==> src/rtl/io_port.sv <==
// io_port: word-level I/O bridge between the CPU core and an external host.
// Host words are buffered in an input FIFO that the CPU reads through
// cpu_in/cpu_control. CPU words are captured into an output FIFO that drains
// to the host over a valid/ready handshake. The CPU is never stalled. If it
// strobes a word while the output FIFO is full, the word is dropped.
// Optional feature: define IO_PORT_DROP_CNT_EN to build a saturating counter
// of dropped CPU words on drop_cnt. Without the macro, drop_cnt is tied to 0.

// Circular FIFO with combinational head read from registered storage.
// The caller qualifies push with not_full and pop with not_empty.
module io_port_fifo #(
    parameter int DATA_WIDTH = 16,
    parameter int DEPTH      = 4
) (
    input  logic                  clk,
    input  logic                  rst_n,
    input  logic                  push,
    input  logic                  pop,
    input  logic [DATA_WIDTH-1:0] wr_data,
    output logic [DATA_WIDTH-1:0] rd_data,
    output logic                  not_empty,
    output logic                  not_full
);
    localparam int PTR_W = $clog2(DEPTH);
    localparam logic [PTR_W:0] FULL_CNT = (PTR_W+1)'(DEPTH);

    logic [DATA_WIDTH-1:0] mem_reg [DEPTH];
    logic [PTR_W-1:0]      wr_ptr_reg;
    logic [PTR_W-1:0]      rd_ptr_reg;
    logic [PTR_W:0]        count_reg;

    // Storage is deliberately left out of reset; only the bookkeeping is cleared.
    always_ff @(posedge clk) begin
        if (push) begin
            mem_reg[wr_ptr_reg] <= wr_data;
        end
    end

    // Pointers wrap naturally because DEPTH is a power of two.
    // Push and pop together leave the count unchanged.
    always_ff @(posedge clk or negedge rst_n) begin
        if (!rst_n) begin
            wr_ptr_reg <= '0;
            rd_ptr_reg <= '0;
            count_reg  <= '0;
        end else begin
            if (push) begin
                wr_ptr_reg <= wr_ptr_reg + 1'b1;
            end
            if (pop) begin
                rd_ptr_reg <= rd_ptr_reg + 1'b1;
            end
            if (push && !pop) begin
                count_reg <= count_reg + 1'b1;
            end else if (pop && !push) begin
                count_reg <= count_reg - 1'b1;
            end
        end
    end

    assign rd_data   = mem_reg[rd_ptr_reg];
    assign not_empty = (count_reg != '0);
    assign not_full  = (count_reg != FULL_CNT);
endmodule

module io_port #(
    parameter int DATA_WIDTH = 16,
    parameter int DEPTH      = 4
) (
    input  logic                  clk,
    input  logic                  rst_n,
    input  logic                  host_in_valid,
    output logic                  host_in_ready,
    input  logic [DATA_WIDTH-1:0] host_in_data,
    output logic [DATA_WIDTH-1:0] cpu_in,
    output logic                  cpu_control,
    input  logic                  cpu_in_ack,
    input  logic [DATA_WIDTH-1:0] cpu_out,
    input  logic                  cpu_out_valid,
    output logic                  host_out_valid,
    input  logic                  host_out_ready,
    output logic [DATA_WIDTH-1:0] host_out_data,
    output logic [7:0]            drop_cnt
);
    // Index 0 is the host-to-CPU FIFO. Index 1 is the CPU-to-host FIFO.
    logic [1:0]            fifo_push;
    logic [1:0]            fifo_pop;
    logic [1:0]            fifo_not_empty;
    logic [1:0]            fifo_not_full;
    logic [DATA_WIDTH-1:0] fifo_wr_data [2];
    logic [DATA_WIDTH-1:0] fifo_rd_data [2];

    assign fifo_wr_data[0] = host_in_data;
    assign fifo_wr_data[1] = cpu_out;

    // Fullness and emptiness come from pre-edge counts. As a result, a strobe
    // into a full output FIFO is a drop, even when the host pops that cycle.
    assign fifo_push[0] = host_in_valid & fifo_not_full[0];
    assign fifo_pop[0]  = cpu_in_ack & fifo_not_empty[0];
    assign fifo_push[1] = cpu_out_valid & fifo_not_full[1];
    assign fifo_pop[1]  = host_out_ready & fifo_not_empty[1];

    genvar gi;
    generate
        for (gi = 0; gi < 2; gi++) begin : g_fifo
            io_port_fifo #(
                .DATA_WIDTH(DATA_WIDTH),
                .DEPTH     (DEPTH)
            ) u_fifo (
                .clk      (clk),
                .rst_n    (rst_n),
                .push     (fifo_push[gi]),
                .pop      (fifo_pop[gi]),
                .wr_data  (fifo_wr_data[gi]),
                .rd_data  (fifo_rd_data[gi]),
                .not_empty(fifo_not_empty[gi]),
                .not_full (fifo_not_full[gi])
            );
        end
    endgenerate

    assign host_in_ready  = fifo_not_full[0];
    assign cpu_control    = fifo_not_empty[0];
    assign cpu_in         = fifo_rd_data[0];
    assign host_out_valid = fifo_not_empty[1];
    assign host_out_data  = fifo_rd_data[1];

`ifdef IO_PORT_DROP_CNT_EN
    logic       drop;
    logic [7:0] drop_cnt_reg;

    assign drop = cpu_out_valid & ~fifo_not_full[1];

    // Saturating count of CPU words lost to a full output FIFO.
    always_ff @(posedge clk or negedge rst_n) begin
        if (!rst_n) begin
            drop_cnt_reg <= 8'd0;
        end else if (drop && (drop_cnt_reg != 8'hFF)) begin
            drop_cnt_reg <= drop_cnt_reg + 8'd1;
        end
    end

    assign drop_cnt = drop_cnt_reg;
`else
    assign drop_cnt = 8'd0;
`endif
endmodule

==> config.mk <==
export PLATFORM = sky130hd
export DESIGN_NAME = io_port
export DESIGN_NICKNAME = d
export VERILOG_FILES = /design/src/rtl/io_port.sv
export SDC_FILE = /design/constraint.sdc
export NUM_CORES = 1
export LEC_CHECK = 0
export ABC_CLOCK_PERIOD_IN_PS = 2900
export BUFFER_PORTS_ARGS = -buffer_cell sky130_fd_sc_hd__buf_2
export CAP_MARGIN = 20
export CORE_UTILIZATION = 56
export CTS_CLUSTER_SIZE = 12
export DETAILED_ROUTE_END_ITERATION = 10
export GPL_ROUTABILITY_DRIVEN = 0
export PLACE_DENSITY = 0.78
export SYNTH_ARGS = -nofsm -noshare
export SYNTH_HDL_FRONTEND = slang
export SYNTH_HIERARCHICAL = 1
export SYNTH_SLANG_ARGS = --single-unit
==> constraint.sdc <==
create_clock -name clk -period 2.9 [get_ports clk]
set_clock_uncertainty 0.2 [all_clocks]
set_input_delay 0.58 -clock clk [delete_from_list [all_inputs] [get_ports clk]]
set_output_delay 0.58 -clock clk [all_outputs]
set_load 0.01 [all_outputs]
==> flow_summary_export.csv <==
group,metric,value,unit
outcome,outcome,"finished clean",
die,fp.dieArea,0.01037,sq mm
power_and_ir_drop,power_density,1058,mW/mm^2
timing,period_minus_slack,2.743,ns
global_route,grt_overflow,0,
drt,firstDrtPassIters,4,
worst_setup_path,slowest_delay,0.60,ns
drt,drt_iter0_drc,88,
final_layout,nets,396,
power_and_ir_drop,total_leakage_power,2.525,nW
global_route,grt_util_all_layers,18.68,%
place,dp_slack,0.5047,ns
clock_network,cts_buffer_depth,2,
global_route,use_met2,30.35,%
drt,wire_per_inst,17.57,um
drt,drc,0,
synthesis,synthSimpleGateAreaFrac,2.243,%
drt,ant_nets,0,
final_layout,register_area,0.004194,sq mm
die,core_region_area,0.009729,sq mm
power_and_ir_drop,pwr-share-comb,26.8,%
clock_network,cts_tree,"yes",
timing,maxSlewViolCount,0,
synthesis,synth_top_family_by_area,"multiplexers",
worst_setup_path,cp_max_fo,16,
global_route,use_met3,6.772,%
worst_setup_path,critPathArrivalTime,1.96,ns
place,io_buffers,72,
synthesis,synth_edf_count,128,
timing,period_share,94.59,%
timing,hold_violations,0,
drt,via_count,2563,
synthesis,synth_flop_cell,"edfxtp_1",
worst_setup_path,slowest_stage,"mux4_1",
worst_setup_path,path_cells,"buf_4 > mux4_1 > buf_2",
power_and_ir_drop,swShare,26.95,%
final_layout,layout-drive-gt1-share,36.77,%
clock_network,numCtsBuffers,17,
worst_setup_path,worst_setup_path_start_kind,"flop",
final_layout,final_cell_mix,"edfxtp_1 (128), buf_2 (72), clkbuf_16 (16), mux4_2 (16), mux4_1 (16)",
power_and_ir_drop,ir_drop,0.0005859,V
final_layout,largest_register_ff_count,128,
clock_network,path_clk_slew,0.06,ns
final_layout,syn_to_final_growth,20.74,%
timing,fin_tns_setup,0,ns
clock_network,clk_latency,0.50,ns
synthesis,async_reset_ff_share,9.859,%
worst_setup_path,cp_data_required_time,2.12,ns
timing,grt_setup_unrepaired,"false",
synthesis,syn_area,0.005579,sq mm
final_layout,diodes,0,
timing,setup_ws,0.1569,ns
flow_run,drv_cap,0,
synthesis,ys_warn_count,6,
timing,setup_viol,0,
power_and_ir_drop,netSwitchingPower,0.001922,W
global_route,grt_use_met1,23.25,%
final_layout,nFillCells,628,
min_path,min_path_type,"in -> reg",
global_route,grt-busiest-layer,"met2",
drt,wirelength,8643,um
final_layout,final_common_cell,"edfxtp_1",
timing,fmax,0.3646,GHz
clock_network,clock_sinks,142,
synthesis,synthCells,251,
die,rows,36,
clock_network,cts-htree-levels,4,
worst_setup_path,end_kind,"primary output",
power_and_ir_drop,p_seq_share,40.8,%
die,io_pins,81,
min_path,hold_depth,1,
synthesis,synthXorXnorAreaFrac,1.884,%
synthesis,synth.area.mux_share,14.40,%
global_route,grt_pass1_vias,2563,
global_route,grt_pass1_wl,13300,um
final_layout,multi_input_area,0.001239,sq mm
drt,via_per_inst,5.209,
clock_network,postCtsSetupRepairBufs,0,
synthesis,synth_cell_types,20,
synthesis,synth_compound_area_share,0.1794,%
synthesis,yosys_register_bits,142,
place,post-dp-hpwl,5147,um
worst_setup_path,path_class,"reg -> out",
power_and_ir_drop,intPower,0.005208,W
global_route,grt_antenna_before_repair,1,
synthesis,seq_area_frac_synth,75.17,%
worst_setup_path,ff2ff_path_depth,9,
die,initial_utilization,57.34,%
power_and_ir_drop,pwr-share-clk,32.4,%
clock_network,clockRootBuffer,"clkbuf_8",
die,die_y,101.8,um
synthesis,synth_area_per_cell,22.23,sq um
synthesis,synth_adder_area_share,2.960,%
global_route,grt_max_degree,18,
die,die_x,101.8,um
## synth_stat cells, types with 2 or more instances
master / instances / area share (%)
edfxtp_1: 128 / 69
mux4_1: 16 / 7.5
mux4_2: 16 / 6.5
dfrtp_1: 14 / 6.3
and2_1: 12 / 1.3
ha_1: 10 / 2.2
buf_4: 8 / 1.1
inv_1: 8 / 0.54
xor2_1: 8 / 1.3
nand2_1: 6 / 0.40
buf_2: 4 / 0.36
nor2_1: 4 / 0.27
xnor2_1: 4 / 0.63
buf_12: 2 / 0.72
buf_6: 2 / 0.40
fa_1: 2 / 0.72
mux2_2: 2 / 0.40
o21ai_0: 2 / 0.18
or3_1: 2 / 0.22
## cells by family (layout without fill, tap and decap cells)
group	Yosys count	in the layout
DFF	142	142
muxes	34	34
and+or+nand+nor	24	24
buffers and inverters	24	125
adders and majority gates	12	12
xor gates and xnor gates	12	12
AOI/OAI and AO/OA	2	2
other	1	8
## critical path, delay by kind of cell (launching register included)
family	cells	cell delay, ns
muxes	1	0.60
buffers and inverters	2	0.47
DFF	1	0.39
## layer usage
layer	wire length (um)	up-vias
li1	-	1183
met1	3605	1284
met2	4451	86
met3	500	8
met4	73	2
met5	13	-
## path summary, 6_finish.rpt
kind | slack (ns) | to | startpoint
worst max-delay path | 0.16 | cpu_in[6] | g_fifo[0].u_fifo/rd_ptr_reg[0]
max in group asynchronous | 1.96 | g_fifo[0].u_fifo/rd_ptr_reg[1] | rst_n
worst min register to register | 0.29 | g_fifo[1].u_fifo/rd_ptr_reg[0] | g_fifo[1].u_fifo/rd_ptr_reg[0]
min in group asynchronous | 0.30 | g_fifo[1].u_fifo/rd_ptr_reg[1] | rst_n
worst max register to register | 0.52 | g_fifo[1].u_fifo/count_reg[2] | g_fifo[1].u_fifo/count_reg[0]
worst min-delay path | 0.09 | g_fifo[1].u_fifo/mem_reg[2][15] | cpu_out[15]
## timing repair
item	4_1_cts	5_1_grt
gates resized for setup	0	0
hold buffers	1	0
hold endpoints to repair	14	0
setup endpoints to repair	0	0
## layout make-up
cell class / count / area share [%]
inverter: 8 / 0.4458
clock buffer: 22 / 6.872
multi-input combinational: 92 / 18.39
tap: 133 / 2.470
clock inverter: 10 / 2.730
sequential: 142 / 62.26
timing repair buffer: 85 / 6.835
## metrics by stage
| stage | cell area, sq um | util [%] | total power, W | instances | hold WS, ns |
|---|---|---|---|---|---|
| after global routing | 6736 | 69.24 | 0.007498 | 492 | 0.05563 |
| after CTS | 6736 | 69.24 | 0.007207 | 492 | 0.06755 |
| after global placement | 6080 | 62.49 | 0.004821 | 459 | 0.2791 |
| final | 6736 | 69.24 | 0.007130 | 492 | 0.08700 |
| after detailed placement | 6080 | 62.49 | 0.004879 | 459 | 0.2828 |
| after floorplan | 5605 | - | 0.004288 | 258 | 0.08441 |
## power by group through the flow
stage / clock [W] / combinational [W] / sequential [W]
final: 0.00231 / 0.00191 / 0.00291
after global routing: 0.00243 / 0.00211 / 0.00296
after CTS: 0.00233 / 0.00195 / 0.00292
after detailed placement: 0 / 0.00193 / 0.00295
after global placement: 0 / 0.00190 / 0.00292
after floorplan: 0 / 0.00141 / 0.00288
Power figures use the tool's default switching activity.
